### src/rtl/s2p_pkg.sv
// Shared types and width helpers for the serial-to-parallel loader.
package s2p_pkg;

    typedef enum logic [1:0] {
        IDLE   = 2'd0,
        SHIFT  = 2'd1,
        PARITY = 2'd2,
        DONE   = 2'd3
    } s2p_state_t;

    function automatic int bit_cnt_w(input int width);
        return (width > 1) ? $clog2(width) : 1;
    endfunction

    function automatic int gap_cnt_w(input int timeout);
        return (timeout > 0) ? $clog2(timeout + 1) : 1;
    endfunction

endpackage

### src/rtl/s2p_gap_timer.sv
// Inter-bit gap timer: counts idle cycles inside a frame and flags expiry
// combinationally on the TIMEOUT_CYCLES-th consecutive idle cycle.
module s2p_gap_timer
    import s2p_pkg::*;
#(
    parameter int TIMEOUT_CYCLES = 255
) (
    input  logic clk,
    input  logic rst,
    input  logic clear,
    input  logic count,
    output logic expire
);

    localparam int GAP_W = gap_cnt_w(TIMEOUT_CYCLES);

    logic [GAP_W-1:0] cnt;

    assign expire = count && (cnt == GAP_W'(TIMEOUT_CYCLES - 1));

    always_ff @(posedge clk or posedge rst) begin
        if (rst) begin
            cnt <= '0;
        end else if (clear) begin
            cnt <= '0;
        end else if (count && !expire) begin
            cnt <= cnt + 1'b1;
        end
    end

endmodule

### src/rtl/serial_to_parallel_loader.sv
// Assembles a serial bit stream into words with frame start, gap timeout and restart.
// Optional trailing even-parity bit is enabled by defining S2P_PARITY_EN.
module serial_to_parallel_loader
    import s2p_pkg::*;
#(
    parameter int BIT_OF_DATA    = 8,
    parameter int MSB_FIRST      = 1,
    parameter int TIMEOUT_CYCLES = 255
) (
    input  logic                   clk,
    input  logic                   rst,
    input  logic                   frame_start,
    input  logic                   bit_valid,
    input  logic                   bit_in,
    output logic [BIT_OF_DATA-1:0] data_out,
    output logic                   load_data,
    output logic                   busy,
    output logic                   frame_err,
    output logic                   parity_err
);

    localparam int CNT_W = bit_cnt_w(BIT_OF_DATA);
    localparam logic [CNT_W-1:0] LAST_BIT = CNT_W'(BIT_OF_DATA - 1);

    s2p_state_t             state;
    logic [BIT_OF_DATA-1:0] shreg;
    logic [BIT_OF_DATA-1:0] shifted;
    logic [CNT_W-1:0]       bit_cnt;
    logic                   in_frame;
    logic                   gap_expire;

    assign in_frame = (state == SHIFT) || (state == PARITY);
    assign busy     = (state != IDLE);

    always_comb begin
        shifted = shreg;
        if (MSB_FIRST != 0) shifted = {shreg[BIT_OF_DATA-2:0], bit_in};
        else                shifted = {bit_in, shreg[BIT_OF_DATA-1:1]};
    end

    // A restart or an accepted bit both restart the gap measurement.
    s2p_gap_timer #(
        .TIMEOUT_CYCLES(TIMEOUT_CYCLES)
    ) u_gap_timer (
        .clk   (clk),
        .rst   (rst),
        .clear (!in_frame || frame_start || bit_valid),
        .count (in_frame && !frame_start && !bit_valid),
        .expire(gap_expire)
    );

    always_ff @(posedge clk or posedge rst) begin
        if (rst) begin
            state      <= IDLE;
            shreg      <= '0;
            bit_cnt    <= '0;
            data_out   <= '0;
            load_data  <= 1'b0;
            frame_err  <= 1'b0;
            parity_err <= 1'b0;
        end else begin
            load_data  <= 1'b0;
            frame_err  <= 1'b0;
            parity_err <= 1'b0;

            // frame_start takes priority over timeout; it only counts as an error mid-frame.
            if (frame_start) begin
                if (in_frame) frame_err <= 1'b1;
                state   <= SHIFT;
                bit_cnt <= bit_valid ? CNT_W'(1) : '0;
                if (bit_valid) shreg <= shifted;
            end else begin
                case (state)
                    IDLE: state <= IDLE;
                    DONE: state <= IDLE;
                    SHIFT: begin
                        if (gap_expire) begin
                            frame_err <= 1'b1;
                            state     <= IDLE;
                        end else if (bit_valid) begin
                            shreg <= shifted;
                            if (bit_cnt == LAST_BIT) begin
                                bit_cnt <= '0;
`ifdef S2P_PARITY_EN
                                state   <= PARITY;
`else
                                state     <= DONE;
                                data_out  <= shifted;
                                load_data <= 1'b1;
`endif
                            end else begin
                                bit_cnt <= bit_cnt + 1'b1;
                            end
                        end
                    end
                    PARITY: begin
                        if (gap_expire) begin
                            frame_err <= 1'b1;
                            state     <= IDLE;
                        end else if (bit_valid) begin
`ifdef S2P_PARITY_EN
                            state <= DONE;
                            if ((^shreg ^ bit_in) == 1'b0) begin
                                data_out  <= shreg;
                                load_data <= 1'b1;
                            end else begin
                                parity_err <= 1'b1;
                            end
`else
                            state <= IDLE;
`endif
                        end
                    end
                    default: state <= IDLE;
                endcase
            end
        end
    end

endmodule
### config.mk
export PLATFORM = sky130hd
export DESIGN_NAME = serial_to_parallel_loader
export DESIGN_NICKNAME = d
export VERILOG_FILES = /design/src/rtl/s2p_pkg.sv /design/src/rtl/s2p_gap_timer.sv /design/src/rtl/serial_to_parallel_loader.sv
export SDC_FILE = /design/constraint.sdc
export NUM_CORES = 1
export LEC_CHECK = 0
export CORE_UTILIZATION = 35
export DETAILED_ROUTE_END_ITERATION = 10
export GPL_TIMING_DRIVEN = 0
export PLACE_DENSITY = 0.61
export SLEW_MARGIN = 25
export SYNTH_ARGS = -nofsm -noshare
export SYNTH_HDL_FRONTEND = slang
export SYNTH_SLANG_ARGS = --single-unit
export TNS_END_PERCENT = 50
### constraint.sdc
create_clock -name clk -period 2.4 [get_ports clk]
set_input_delay 0.48 -clock clk [delete_from_list [all_inputs] [get_ports clk]]
set_output_delay 0.48 -clock clk [all_outputs]
set_load 0.005 [all_outputs]
# [Yosys cells after proc, flatten, opt, wreduce, memory -nomap -nowiden]
# Cells that the tools add are included.
[word_totals] inputBits=5 register_bits=31 output_inout_bits=12 word_cells=70
[op_classes] reduce_logical=22 mux=28 eq_ne=9 bitwise_logic=2 n_addsub=2
[ops] cell="$mux W8" n=6
[ops] cell="$mux W3" n=5
[ops] cell="$mux W2" n=6
[ops] cell="$mux W1" n=10
[ops] cell="$add A8 B1 Y8 const B" n=1
[ops] cell="$eq A8 B8 Y1 const B" n=1
[ops] cell="$ne A4 B3 Y1 const B" n=2
[ops] cell="$reduce_bool A2 Y1" n=4
[ops] cell="$pmux W2 S3" n=1
[ops] cell="$reduce_and A3 Y1" n=2
[ops] cell="$reduce_and A5 Y1" n=1
[ops] cell="$eq A2 B2 Y1 const B" n=2
[ops] cell="$logic_and A1 B1 Y1" n=4
[ops] cell="$logic_not A1 Y1" n=4
[ops] cell="$ne A4 B2 Y1 const B" n=1
[ops] cell="$reduce_or A2 Y1" n=2
[ops] cell="$add A3 B1 Y3 const B" n=1
[ops] cell="$eq A3 B3 Y1 const B" n=1
[ops] cell="$logic_or A1 B1 Y1" n=3
[ops] cell="$eq A2 B1 Y1 const B" n=1
[ops] cell="$logic_not A2 Y1" n=1
[ops] cell="$ne A2 B2 Y1 const B" n=1
[ops] cell="$not A1 Y1" n=2
[ops] cell="$reduce_and A2 Y1" n=1

# [Depth between registers and ports, before layout]
# Gate-level depths: netlist of the first run.
[logic_depth] ltp_word=9 mapped_depth=6 mapped_depth_nobuf=5

# [By module]
# Synthesis of the first run repeated with hierarchy kept, for this count alone.
[hier_totals] hier_cells=128 hier_area_um2=1515.2
[by_module_without_submodules] mod="serial_to_parallel_loader" n_inst=1 cells_per_inst=78 seq_area_each_um2=550.5 area_per_inst_um2=1016.0
[by_module_without_submodules] mod="s2p_gap_timer" n_inst=1 cells_per_inst=50 seq_area_each_um2=200.2 area_per_inst_um2=499.2

# [Worst setup path before layout of the first run]
# OpenSTA, ideal clock, no wires.
[synth_timing] path_kind="reg-to-reg" from="register state[0]" to="register u_gap_timer.cnt[5]" setup_slack_ns=0.662 arrival_ns=1.656 period_less_slack_ns=1.738 path_stages_with_launch=6 t_required_ns=2.317 path_buffers=0 setup_ns=0.083 cell_sequence="dfrtp_1 inv_1 ha_1 or3b_4 or4_1 o21ai_0"
[synth_between] elab_chain_cells=8 elab_cells_between_ends=13 cone_classes="2 x eq/ne; 1 x mux; 10 x reduce/logical"
[synth_rtl] item="start, declared" line="serial_to_parallel_loader.sv:25" source="s2p_state_t state;"
[synth_rtl] item="start signal, assigned" line="serial_to_parallel_loader.sv:54" source="state <= IDLE;"
[synth_rtl] item="start signal, assigned" line="serial_to_parallel_loader.sv:69" source="state <= SHIFT;"
[synth_rtl] item="start signal, assigned" line="serial_to_parallel_loader.sv:74" source="IDLE: state <= IDLE;"
[synth_rtl] item="$eq A2 B1 Y1 or $eq A2 B2 Y1 (tied branches)" line="serial_to_parallel_loader.sv:32" source="assign in_frame = (state == SHIFT) || (state == PARITY);"
[synth_rtl] item="$logic_or A1 B1 Y1 (*)" line="serial_to_parallel_loader.sv:32"
[synth_rtl] item="$logic_and A1 B1 Y1 (2 in series)" line="serial_to_parallel_loader.sv:48" source=".count (in_frame && !frame_start && !bit_valid),"
[synth_rtl] item="$logic_and A1 B1 Y1" line="s2p_gap_timer.sv:19" source="assign expire = count && (cnt == GAP_W'(TIMEOUT_CYCLES - 1));"
[synth_rtl] item="$logic_not A1 Y1" line="s2p_gap_timer.sv:26" source="end else if (count && !expire) begin"
[synth_rtl] item="$logic_and A1 B1 Y1" line="s2p_gap_timer.sv:26"
[synth_rtl] item="$reduce_bool A2 Y1 (no line)"
[synth_rtl] item="end signal, assigned" line="s2p_gap_timer.sv:27" source="cnt <= cnt + 1'b1;"
[synth_rtl] item="end, declared" line="s2p_gap_timer.sv:17" source="logic [GAP_W-1:0] cnt;"
# Every way passes the cells marked *; elsewhere a longest branch is shown, timed or not.
# A chain may end at the register's enable or synchronous reset.

# [Worst setup path in the final report of the first run]
[layout_timing] from="register state[0]" to="output port busy"
[layout_between] elab_chain_cells=1
[layout_rtl] item="$reduce_bool A2 Y1" line="serial_to_parallel_loader.sv:33" source="assign busy = (state != IDLE);"
[layout_rtl] item="end, declared" line="serial_to_parallel_loader.sv:17" source="output logic busy,"
# No other way between the ends.

==> flow_summary.ini, run 1 <==
[yosys]
synth-simple-area-share = 0.1320
async_flop_share = 1.000
yosys.area_share.adder = 0.06162
ys_seq_area_frac = 0.5282
syn_avg_cell_area_um2 = 11.94
synth_seq_cells = 30
number_of_synthesized_flops_with_an_enable_pin = 0
main_combinational_cell_family_by_area_after_synthesis = multiplexers
synth_ff_type = dfrtp_1
synth_compound_area_frac = 0.1092
synth_xor_area_frac = 0
syn-instance-count = 119
synth.area.mux_share = 0.1329
synth.lib_cells_used.distinct = 34
synth_nets = 131
yosys_warnings = 0
netlist_area_mm2 = 0.001421

[place]
place.detailed.hpwl_um = 1741
gpl.final_weighted_congestion = 0.8884
portBuffers = 15
detailedPlace.worstSlack_ns = 0.1644
post-place-cells = 182

[sta]
clock.fmax_mhz = 506.7
final.hold.worst_slack_ns = 0.5041
tightestPinTransition_ns = 0.6197
setup_slack_after_layout_ns = 0.4263
hold_viol = 0
final_worst_path_period_need_ns = 1.974
period_share = 0.8224
relSlewSlack = 0.5863
setup_violations = 0
fin_tns_setup_ns = 0
finalMaxSlewViolations = 0
clock_skew_ns = 0.009422
grt_setup_unrepaired = no

[floorplan]
ioPinCount = 17
dieWidth_um = 65.73
floorplan.rows = 22
die_y_um = 65.73
placeableCoreArea_mm2 = 0.003771
initial_cell_density_of_the_core = 0.3769
floorplan.die_area_mm2 = 0.004320

[clock_tree]
cts.sinks = 30
cts.path.max_buffers = 2
tritoncts = yes
cts.repair.resized = 0
cts_made_buffers = 5
clock_latency_on_the_worst_skew_pair_ns = 0.29
clk_root_buffer_cell = clkbuf_8
post_cts_hold_buffer_count = 0
path_clk_slew_ns = 0.06
postCtsSetupBuffers = 0
cts_htree_levels = 2

[layout]
post_layout_nets = 153
drive_gt1_frac = 0.2113
multiInputGateArea_um2 = 623.1
most-common-layout-cells = 30 x dfrtp_1, 15 x mux2_2, 15 x clkdlybuf4s50_1, 8 x nand2_1, 7 x ha_1
fill_cells = 342
stdcell_count = 190
mostFrequentLayoutCell = dfrtp_1
syn2layout_area_growth_pct = 21.48
antenna_fix_cells = 0
register_area_um2 = 750.7

[detailed_routing]
dr.first_iter.drc_count = 41
route.vias.total = 987
routed_wl_um = 2556
drc = 0
drt_pass_1_iters = 4
ant_nets = 0
via_per_inst = 5.195
drt_wl_cell_um = 13.45

[setup_path]
worst_path_max_delay_cell = clkdlybuf4s50_1
crit_top_cell = inv_1
category_of_cells_accounting_for_the_largest_share_of_critical_path_delay = buffers and inverters
cpPeakStageDelay_ns = 0.49
critPathLaunchType = flip-flop
kind_of_end_point_of_the_critical_path = primary output
crit_path_buf_inv_count = 3
max_fo_critical_path = 4
critical_path_arrival_ns = 1.49
cp_data_required_time_ns = 1.92
critical_path.cell_chain = inv_1 > ha_1 > inv_1 > clkdlybuf4s50_1
critical_path_class = flip-flop to primary output

[status]
run_status = completed

[power_and_ir_drop]
cellLeakagePower_nw = 0.7945
peakVddDrop_mv = 0.3493
power_per_cell_area_mw_per_mm2 = 672.7

[grt]
grt_util_all_layers = 0.1394
grt_pass1_vias = 972
antenna_found_initial = 0
grt_pass1_wl_um = 4312
grt.overflow.total = 0
grt_start_max_net_pins = 31

[hold_path]
hold_path_class = flip-flop to flip-flop

[run]
timing.max_cap.violations = 0
[cell usage after synthesis, types with 2 or more instances]
cell type	n	share of area
a21o_1	3	0.016
nor3_1	5	0.018
mux2_2	15	0.12
a21oi_1	3	0.011
nor2b_1	2	0.0088
mux2i_1	2	0.014
buf_2	2	0.0070
and3_1	2	0.0088
nand4_1	2	0.0088
o21ai_0	3	0.011
a211oi_1	3	0.016
inv_1	7	0.018
a22oi_1	2	0.011
ha_1	7	0.062
nand3_1	3	0.011
dfrtp_1	30	0.53
nand2_1	8	0.021
nand2b_1	2	0.0088
a31oi_1	2	0.0088
nand4b_1	2	0.012
[cell type report]
type	instances	share of cell area
Clock inverter	2	0.007246
Multi-Input combinational cell	78	0.3609
Sequential cell	30	0.4348
Inverter	7	0.01522
Buffer	4	0.01232
Clock buffer	6	0.04783
Tap cell	48	0.03478
Timing Repair Buffer	15	0.08696
[per-layer routing]
layer | track usage | up-vias | part of all wire
li1 | - | 478 | -
met1 | 0.1680 | 483 | 0.47
met2 | 0.2105 | 20 | 0.45
met3 | 0.02604 | 6 | 0.041
met4 | 0.1223 | 0 | 0.036
met5 | 0 | - | 0
[through the flow]
| step | instance area [um2] | utilization | power [mW] |
|---|---|---|---|
| final | 1727 | 0.4579 | 1.162 |
| after CTS | 1727 | 0.4579 | 1.179 |
| after global placement | 1632 | 0.4326 | 0.7392 |
| after detailed placement | 1632 | 0.4326 | 0.7484 |
| after floorplan | 1421 | - | 0.6958 |
| after global routing | 1727 | 0.4579 | 1.220 |
[worst register-to-register path: cells and delay by family, from the launching register on]
family / cells / cell delay, ns
buf+inv: 2 / 0.37
flops: 1 / 0.41
simple gates: 1 / 0.47
mux: 1 / 0.43
fa+ha+maj: 1 / 0.14
[state kept, by name, indices dropped and copies added (netlist names)]
register	flops
data_out	8
bit_cnt	3
state	2
shreg	7
load_data	1
u_gap_timer.cnt	8
frame_err	1
[where the power goes]
part           total [mW]  switching [mW]  internal, mW  leakage, nW
Sequential          0.598          0.0370         0.561        0.393
Combinational       0.138          0.0582        0.0800        0.354
Clock               0.425           0.195         0.230       0.0472
[worst paths after layout]
kind	startpoint	endpoint	slack [ns]	cells after the start
min reg2reg	data_out[3]	data_out[3]	0.50	1
max	state[0]	busy	0.43	4
min	data_out[3]	data_out[3]	0.50	1
max in group asynchronous	rst	u_gap_timer.cnt[4]	1.40	2
max reg2reg	state[1]	data_out[4]	0.47	5
min in group asynchronous	rst	bit_cnt[2]	0.59	2
[logic make-up after synthesis]
logic type,Yosys count
other,1
and+or+nand+nor,31
muxes,17
adders and majority gates,7
DFF,30
AOI/OAI and AO/OA,22
buffers and inverters,11
Note: power is estimated with default switching activity, not from simulation.
==> run 2: changes to the inputs <==
--- a/config.mk
+++ b/config.mk
@@ -8,7 +8,7 @@
 export CORE_UTILIZATION = 35
 export DETAILED_ROUTE_END_ITERATION = 10
 export GPL_TIMING_DRIVEN = 0
-export PLACE_DENSITY = 0.61
+export PLACE_DENSITY = 0.63
 export SLEW_MARGIN = 25
 export SYNTH_ARGS = -nofsm -noshare
 export SYNTH_HDL_FRONTEND = slang
==> constraint.sdc (replaced) <==
create_clock -name clk -period 1.71 [get_ports clk]
set_input_delay 0.342 -clock clk [delete_from_list [all_inputs] [get_ports clk]]
set_output_delay 0.342 -clock clk [all_outputs]
set_load 0.005 [all_outputs]
==> run 2 against run 1 <==
Effect of this change:
- utilization grew 2.1 points
- largest power group unchanged
- wire length is 7.6% higher
- via count up 2.6%
- sequential power grew 41%
- non-clock buffer count increased by 4
- highest routed layer unchanged
- critical endpoint is now u_gap_timer.cnt[5]
- combinational power rose by 51%
- the flow now finishes with violations (setup timing)
- largest cell class unchanged
==> flow_summary.ini, run 2 (synthesis results as in run 1) <==
[sta]
final_worst_path_period_need_ns = 1.766
tightestPinTransition_ns = 0.6096
grt_setup_unrepaired = yes
finalMaxSlewViolations = 0
clock.fmax_mhz = 566.4
relSlewSlack = 0.5930
hold_viol = 0
clock_skew_ns = 0.002559
setup_slack_after_layout_ns = -0.05558
period_share = 1.033
setup_violations = 1

[layout]
finalCoreUtilization = 0.4788
post-route-cell-area_mm2 = 0.001805
reg_top3 = data_out x8, u_gap_timer.cnt x8, shreg x7
syn2layout_area_growth_pct = 27.02
mostFrequentLayoutCell = dfrtp_1
drive_gt1_frac = 0.2808
post_layout_nets = 157
antenna_fix_cells = 0
fill_cells = 340
most-common-layout-cells = 30 x dfrtp_1, 15 x mux2_2, 14 x clkdlybuf4s50_1, 8 x nand2_1

[detailed_routing]
via_per_inst = 5.222
drt_wl_cell_um = 14.17
drt_pass_1_iters = 4
routed_wl_um = 2749
ant_nets = 0
dr.first_iter.drc_count = 64
dr_wl_met3_um = 76
wl_met2_um = 1405
wl_met1_um = 1223
topRoutingLayerUsed = met4
drc = 0
route.vias.total = 1013

[clock_tree]
path_clk_slew_ns = 0.07
clock_latency_on_the_worst_skew_pair_ns = 0.28
cts.path.max_buffers = 2
cts.sinks = 30
cts_made_buffers = 5
clk_root_buffer_cell = clkbuf_8
tritoncts = yes
cts_htree_levels = 2

[power_and_ir_drop]
cellLeakagePower_nw = 0.8345
power.share.sequential = 0.481
sw_frac_of_total = 0.2359
power_per_cell_area_mw_per_mm2 = 969.5
internal_power_mw = 1.338
net-switching-power_uw = 412.9
peakVddDrop_mv = 0.5820
share_comb_of_total_power = 0.119
clockPowerShare = 0.400

[grt]
grt_pass1_vias = 1043
grt_start_max_net_pins = 31
grt_util_all_layers = 0.1472
antenna_found_initial = 0
grt_pass1_wl_um = 4809
grt.overflow.total = 0

[place]
post_dp_cell_area_mm2 = 0.001632
gpl.final_weighted_congestion = 0.7830
place.detailed.hpwl_um = 1847
portBuffers = 15

[setup_path]
worst_path_max_delay_cell = or4_4
timing.reg2reg.setup_slack_ns = -0.06
r2r_start = state[0]
critical_path_class = flip-flop to flip-flop
cp_data_required_time_ns = 1.92
reg2regPathDepth = 5
reg2reg_to = u_gap_timer.cnt[5]
kind_of_end_point_of_the_critical_path = flip-flop
cpPeakStageDelay_ns = 0.50
critPathLaunchType = flip-flop
critical_path.cell_chain = inv_2 > ha_4 > or3b_4 > or4_4 > o21ai_2
max_fo_critical_path = 3
critical_path_arrival_ns = 1.97

[floorplan]
floorplan.rows = 22
die_y_um = 65.73
placeableCoreArea_mm2 = 0.003771
floorplan.die_area_mm2 = 0.004320
initial_cell_density_of_the_core = 0.3769
dieWidth_um = 65.73
ioPinCount = 17

[hold_path]
hold_path_class = input pin to async pin

[run]
timing.max_cap.violations = 0

[status]
violations = setup timing
run_status = finished with violations
## run 2: how the worst max path moves through the flow
| stage | start | end | cells past startpoint |
|---|---|---|---|
| finish | state[0] | u_gap_timer.cnt[5] | 5 |
| global route | state[0] | u_gap_timer.cnt[5] | 5 |
| CTS | state[0] | u_gap_timer.cnt[5] | 5 |
| detailed placement | bit_valid | data_out[7] | 4 |
| global placement | bit_valid | data_out[3] | 4 |
| floorplan | state[1] | u_gap_timer.cnt[5] | 5 |
## run 2: area by class of cell
class	count	area (um2)	area share
clock inverter	3	40.04	0.02218
inverter	7	26.28	0.01455
clock buffer	5	68.82	0.03812
buffer	3	17.52	0.009702
tap	48	60.06	0.03326
sequential	30	750.7	0.4158
multi-input combinational	78	655.6	0.3631
timing repair buffer	20	186.4	0.1033
## run 2: what timing repair did
item,CTS,global route
hold buffers,0,0
resized for setup,3,4
endpoints found under the setup margin,21,21
pin swaps,1,0
buffers inserted,5,0
endpoints found under the hold margin,0,0
## run 2: worst max-delay path: cells and delay by family, from the launching register on
family / cells / cell delay [ns]
simple gates: 2 / 0.90
flops: 1 / 0.40
fa+ha+maj: 1 / 0.27
buf+inv: 1 / 0.07
compound gates: 1 / 0.07
## run 2: stage by stage
stage          instances  setup slack, ns  hold WS (ns)   TNS, ns  total power [mW]
2_1_floorplan        119         0.009240        0.4328         0            0.9765
6_report             194         -0.05558        0.4512  -0.05558             1.750
3_3_place_gp         182          -0.3650        0.4901    -4.435             1.037
3_5_place_dp         182          -0.3774        0.4928    -4.735             1.055
5_1_grt              194         -0.09568        0.5115   -0.1243             1.834
4_1_cts              195         -0.04914        0.4788  -0.08089             1.770
## run 2: layer usage
| metal | vias up | track usage |
|---|---|---|
| met5 | - | 0 |
| met4 | 0 | 0.06522 |
| met3 | 4 | 0.04167 |
| met2 | 19 | 0.2385 |
| met1 | 506 | 0.1802 |
| li1 | 484 | - |
## run 2: power by group through the flow
stage	clock network (mW)	logic, mW	registers (mW)
after floorplan	0	0.140	0.837
after global placement	0	0.189	0.849
after detailed placement	0	0.200	0.856
after CTS	0.714	0.212	0.843
after global routing	0.744	0.235	0.855
final	0.700	0.209	0.842
==> run 3: changes to the inputs <==
--- a/config.mk
+++ b/config.mk
@@ -7,6 +7,7 @@
 export LEC_CHECK = 0
 export CORE_UTILIZATION = 35
 export DETAILED_ROUTE_END_ITERATION = 10
+export GPL_ROUTABILITY_DRIVEN = 0
 export GPL_TIMING_DRIVEN = 0
 export PLACE_DENSITY = 0.63
 export SLEW_MARGIN = 25
==> results of run 3 <==
Final layout, timing and power as in run 2 (identical DEF).
==> patch 1: new RTL, config.mk and constraints of run 2 <==
`TIMEOUT_CYCLES` is set to 255 in 2 places; all go to 510.
--- a/src/rtl/s2p_gap_timer.sv
+++ b/src/rtl/s2p_gap_timer.sv
@@ -5,3 +5,3 @@
 #(
-    parameter int TIMEOUT_CYCLES = 255
+    parameter int TIMEOUT_CYCLES = 510
 ) (
--- a/src/rtl/serial_to_parallel_loader.sv
+++ b/src/rtl/serial_to_parallel_loader.sv
@@ -7,3 +7,3 @@
     parameter int MSB_FIRST      = 1,
-    parameter int TIMEOUT_CYCLES = 255
+    parameter int TIMEOUT_CYCLES = 510
 ) (
Behaviour: no difference found for any inputs over 10 cycles, from zero or initial values and one cycle with rst high; that may be too few to reach the edited logic, so the function may still have changed.
==> patch 1 against run 2 <==
Final area up 3.0%; synthesized cell count grew 6.7%; fmax is 7.4% higher; sequential share of layout area is 0.14 points higher; routed wire length is 6.2% higher; sequential cell count up 1; global-route usage barely moved; area after synthesis increased by 4.1%; total power increased by 3.6%; worst setup slack gained 120 ps; largest power group unchanged.
==> patch 1: results (changes against run 2) <==
\begin{tabular}{lr}
\hline
Metric & Value \\
\hline
\multicolumn{2}{l}{\textbf{Critical path}} \\
Crit-path leading delay family & adder cells (was simple AND/OR/NAND/NOR gates) \\
Slack of the worst reg-to-reg path & 70 ps (was -60 ps) \\
Critical register-to-register path startpoint & bit\_cnt[0]\$\_DFFE\_PP0P\_ (was state[0]\$\_DFFE\_PP0P\_) \\
Arrival time worst endpoint & 1810 ps (was 1970 ps) \\
Critical Path Fanout Max & 4 (was 3) \\
\multicolumn{2}{l}{\textbf{Cells and area}} \\
Final cell count without fillers & 201 (was 194) \\
Layout Cell Area excl Fill & 1859 um2 (was 1805 um2) \\
Number of nets in the finished design & 162 (was 157) \\
Biggest registers after layout & u\_gap\_timer.cnt (9), data\_out (8), shreg (7) (was data\_out (8), u\_gap\_timer.cnt (8), shreg (7)) \\
Fill cell total of the finished layout & 377 (was 340) \\
Fraction of final layout cells with drive strength greater than 1 & 26.49\% (was 28.08\%) \\
\multicolumn{2}{l}{\textbf{Synthesis}} \\
Synthesized-area fraction occupied by ao, oa, aoi and oai cells & 9.129\% (was 10.92\%) \\
Post-synthesis sequential area ratio & 52.41\% (was 52.82\%) \\
Top cell types by occurrence after synthesis & dfrtp\_1, mux2\_2, nand2\_1 (unchanged) \\
Multiplexer fraction of the synthesized cell area & 12.09\% (was 13.29\%) \\
Synth unique cells & 32 (was 34) \\
Synthesized instance count & 127 (was 119) \\
Share of synthesized cell area in full adder, half adder and majority cells & 5.917\% (was 6.162\%) \\
Cells taking the most area after synthesis & dfrtp\_1, mux2\_2, ha\_1, a31oi\_1, nand2\_1 (was dfrtp\_1, mux2\_2, ha\_1, nand2\_1, inv\_1) \\
\multicolumn{2}{l}{\textbf{Placed design}} \\
Weighted congestion at the end of routability-driven global placement & 0.7242 (was 0.7830) \\
HPWL after detailed placement & 1980 um (was 1847 um) \\
PortBufs & 14 (was 15) \\
Area of placed instances & 1683 um2 (was 1632 um2) \\
\multicolumn{2}{l}{\textbf{Global route}} \\
Largest net degree at the start of global routing & 32 (was 31) \\
Met3 track demand over resource in global routing & 4.110\% (was 4.167\%) \\
Wire length of the first global-routing pass & 4761 um (was 4809 um) \\
Global-route total usage across every layer & 14.72\% (about the same) \\
GR Layer Usage met1 & 18.32\% (was 18.02\%) \\
\multicolumn{2}{l}{\textbf{Routing}} \\
Met2 routed wirelength & 1422 um (was 1405 um) \\
DR vias & 1034 (was 1013) \\
Drt first-iter violations & 53 (was 64) \\
Total routed wire length on the met1 layer & 1340 um (was 1223 um) \\
\multicolumn{2}{l}{\textbf{Power}} \\
Worst ir drop on vdd & 0.4715 mV (was 0.5820 mV) \\
Standby leakage power & 0.8611 nW (was 0.8345 nW) \\
\multicolumn{2}{l}{\textbf{Status}} \\
Run status & complete, no violations (was finished, violations left) \\
\multicolumn{2}{l}{\textbf{Worst hold path}} \\
Tightest Hold Check Type & in2reg (was in2async) \\
\hline
\end{tabular}
patch 1: cell types whose count changed in the layout (fill, tap and decap cells not counted), moves of 2 or more:
| cell | before | now |
|---|---|---|
| o21ai_0 | 2 | 4 |
| buf_2 | 2 | 0 |
| nor3_1 | 4 | 7 |
| a31oi_1 | 2 | 6 |
| nand2_1 | 8 | 10 |
| and4_1 | 1 | 3 |
| buf_4 | 6 | 4 |
| nand4b_1 | 2 | 0 |
| buf_6 | 0 | 3 |
patch 1: where the power goes:
group | internal, mW | switching [mW] | leakage [nW] | total [mW]
logic | 0.114 | 0.0912 | 0.393 | 0.205
clock network | 0.471 | 0.271 | 0.0612 | 0.742
registers | 0.812 | 0.0536 | 0.407 | 0.866
total | 1.40 | 0.416 | 0.861 | 1.81
patch 1: logic make-up after synthesis:
family / Yosys count
flip-flops: 31
adder cells (fa/ha/maj): 7
AO/OA/AOI/OAI: 21
buffers and inverters: 13
AND/OR/NAND/NOR: 38
multiplexers: 16
other: 1
patch 1: layout make-up:
cell class              instances  area share [%]
clock buffers                   6           4.441
repair buffers                 16           8.277
inverters                       7           1.413
flip-flops and latches         31           41.72
multi-input cells              83           35.87
well taps                      50           3.365
clock inverters                 2           1.884
plain buffers                   6           3.028
patch 1: worst min path at each step:
stage / from / to / slack, ps / depth (start not counted)
global placement: shreg[6]$_DFFE_PP0P_ / data_out[7]$_DFFE_PP0P_ / 480 / 1
detailed placement: data_out[0]$_DFFE_PP0P_ / data_out[0]$_DFFE_PP0P_ / 500 / 1
floorplan: rst / bit_cnt[0]$_DFFE_PP0P_ / 450 / 1
CTS: frame_start / bit_cnt[1]$_DFFE_PP0P_ / 250 / 2
global route: frame_start / bit_cnt[2]$_DFFE_PP0P_ / 270 / 2
finish: frame_start / bit_cnt[1]$_DFFE_PP0P_ / 250 / 2
==> patch 2: new RTL, settings of run 2 <==
Without the edit above. Put one more register stage on the output `frame_err`, cleared by the reset. The value now appears one clock later. The other outputs are not delayed to match.
--- a/src/rtl/serial_to_parallel_loader.sv
+++ b/src/rtl/serial_to_parallel_loader.sv
@@ -23,2 +23,4 @@
     localparam logic [CNT_W-1:0] LAST_BIT = CNT_W'(BIT_OF_DATA - 1);
+
+    logic frame_err_s0;
 
@@ -58,3 +60,3 @@
             load_data  <= 1'b0;
-            frame_err  <= 1'b0;
+            frame_err_s0 <= 1'b0;
             parity_err <= 1'b0;
@@ -62,3 +64,3 @@
             load_data  <= 1'b0;
-            frame_err  <= 1'b0;
+            frame_err_s0 <= 1'b0;
             parity_err <= 1'b0;
@@ -67,3 +69,3 @@
             if (frame_start) begin
-                if (in_frame) frame_err <= 1'b1;
+                if (in_frame) frame_err_s0 <= 1'b1;
                 state   <= SHIFT;
@@ -77,3 +79,3 @@
                         if (gap_expire) begin
-                            frame_err <= 1'b1;
+                            frame_err_s0 <= 1'b1;
                             state     <= IDLE;
@@ -97,3 +99,3 @@
                         if (gap_expire) begin
-                            frame_err <= 1'b1;
+                            frame_err_s0 <= 1'b1;
                             state     <= IDLE;
@@ -119,2 +121,10 @@
 
+    always_ff @(posedge clk or posedge rst) begin
+        if (rst) begin
+            frame_err <= '0;
+        end else begin
+            frame_err <= frame_err_s0;
+        end
+    end
+
 endmodule
Formal check against the unedited RTL: not equivalent (Yosys sat finds a counterexample within 4 cycles, from zero or initial values and one cycle with rst high).
==> patch 2 against run 2 <==
The run ends with DRC left; critical path depth grew 1; via count shrank 2.4%; clock skew grew 6.6 ps; area after synthesis grew 2.0%; final area shrank 0.83%; routed wire length shrank 6.0%; count of clock-buffer cells in the layout grew 1; hold slack lost 98 ps; worst setup slack gained 130 ps; total power shrank 6.7%; die area grew 2.0%; sequential cell count grew 1; sequential share of layout area grew 1.7 points; non-clock buffer count is the same; largest cell class unchanged; largest power group unchanged.
==> patch 2: results (changes against run 2) <==
\begin{tabular}{lr}
\hline
Metric & Value \\
\hline
\multicolumn{2}{l}{\textbf{STA}} \\
Clock Skew & 9.200 ps (was 2.559 ps) \\
Worst hold slack after final layout & 353.3 ps (was 451.2 ps) \\
Period utilisation layout & 95.89\% (was 103.3\%) \\
\multicolumn{2}{l}{\textbf{Routing}} \\
Total length of routed wires & 2583 um (was 2749 um) \\
Number of iterations in the first detailed-routing pass & 7 (was 4) \\
Per-cell via count in the routed design & 5.151 (was 5.222) \\
DR vias & 989 (was 1013) \\
Detailed-route DRC error count & 2 (was 0) \\
\multicolumn{2}{l}{\textbf{Synthesis}} \\
Top cell types by occurrence after synthesis & dfrtp\_1, mux2\_2, ha\_1, nand2\_1, inv\_1 (was dfrtp\_1, mux2\_2, nand2\_1) \\
Synthesized-area fraction occupied by ao, oa, aoi and oai cells & 10.01\% (was 10.92\%) \\
Cells taking the most area after synthesis & dfrtp\_1, mux2\_2, ha\_1, a31oi\_1, nand2\_1 (was dfrtp\_1, mux2\_2, ha\_1, nand2\_1, inv\_1) \\
Multiplexer fraction of the synthesized cell area & 12.34\% (was 13.29\%) \\
Share of synthesized cell area in full adder, half adder and majority cells & 6.040\% (was 6.162\%) \\
Synth unique cells & 33 (was 34) \\
Average instance area after synthesis & 12.29 um2 (was 11.94 um2) \\
\multicolumn{2}{l}{\textbf{Critical path}} \\
Slowest cell on the critical path & or3b\_1 (was or4\_4) \\
Slack of the worst reg-to-reg path & 70 ps (was -60 ps) \\
Critical register-to-register path startpoint & state[1]\$\_DFFE\_PP0P\_ (was state[0]\$\_DFFE\_PP0P\_) \\
FF-to-FF path depth & 6 (was 5) \\
Timing endpoint of the critical path & state[0]\$\_DFFE\_PP0P\_ (was u\_gap\_timer.cnt[5]\$\_DFFE\_PP0P\_) \\
Maximum cell stage delay along the critical path & 380 ps (was 500 ps) \\
Arrival time worst endpoint & 1800 ps (was 1970 ps) \\
\multicolumn{2}{l}{\textbf{Global route}} \\
Met2 demand-to-capacity share in global routing & 22.83\% (was 23.85\%) \\
Largest net degree at the start of global routing & 32 (was 31) \\
Number of global-route vias before repair & 972 (was 1043) \\
Wire length of the first global-routing pass & 4347 um (was 4809 um) \\
GR Layer Usage met1 & 15.39\% (was 18.02\%) \\
\multicolumn{2}{l}{\textbf{Placed design}} \\
Weighted congestion at the end of routability-driven global placement & 0.7969 (was 0.7830) \\
Area of placed instances & 1663 um2 (was 1632 um2) \\
HPWL after detailed placement & 1817 um (was 1847 um) \\
Number of placed cells counting well taps & 183 (was 182) \\
\multicolumn{2}{l}{\textbf{Clock network}} \\
Count of cells resized by post-cts repair & 2 (was 3) \\
\multicolumn{2}{l}{\textbf{Status}} \\
Run status & finished, violations left (unchanged) \\
Violations in the final reports & DRC (was setup timing) \\
\multicolumn{2}{l}{\textbf{Cells and area}} \\
Fill cell total of the finished layout & 366 (was 340) \\
Number of nets in the finished design & 154 (was 157) \\
Layout Cell Area excl Fill & 1790 um2 (was 1805 um2) \\
\hline
\end{tabular}
==> patch 2: cell type report <==
| class | instances | area [um2] | area share [%] |
|---|---|---|---|
| sequential | 31 | 775.7 | 43.33 |
| buffer | 6 | 43.79 | 2.446 |
| multi-input combinational | 75 | 634.4 | 35.43 |
| clock inverter | 1 | 5.005 | 0.2795 |
| inverter | 6 | 22.52 | 1.258 |
| timing repair buffer | 17 | 163.9 | 9.154 |
| tap | 50 | 62.56 | 3.494 |
| clock buffer | 6 | 82.58 | 4.612 |
==> patch 2: kinds of logic (layout without fill, tap and decap cells) <==
group | Yosys count | after routing
AOI/OAI and AO/OA | 21 | 21
muxes | 16 | 16
adders and majority gates | 7 | 7
buffers and inverters | 12 | 36
and+or+nand+nor | 30 | 30
DFF | 31 | 31
other | 1 | 1
==> patch 2: routing by layer <==
| layer | up-vias | wire length [um] |
|---|---|---|
| li1 | 475 | - |
| met1 | 498 | 1112 |
| met2 | 14 | 1373 |
| met3 | 2 | 77 |
| met4 | 0 | 20 |
| met5 | - | 0 |
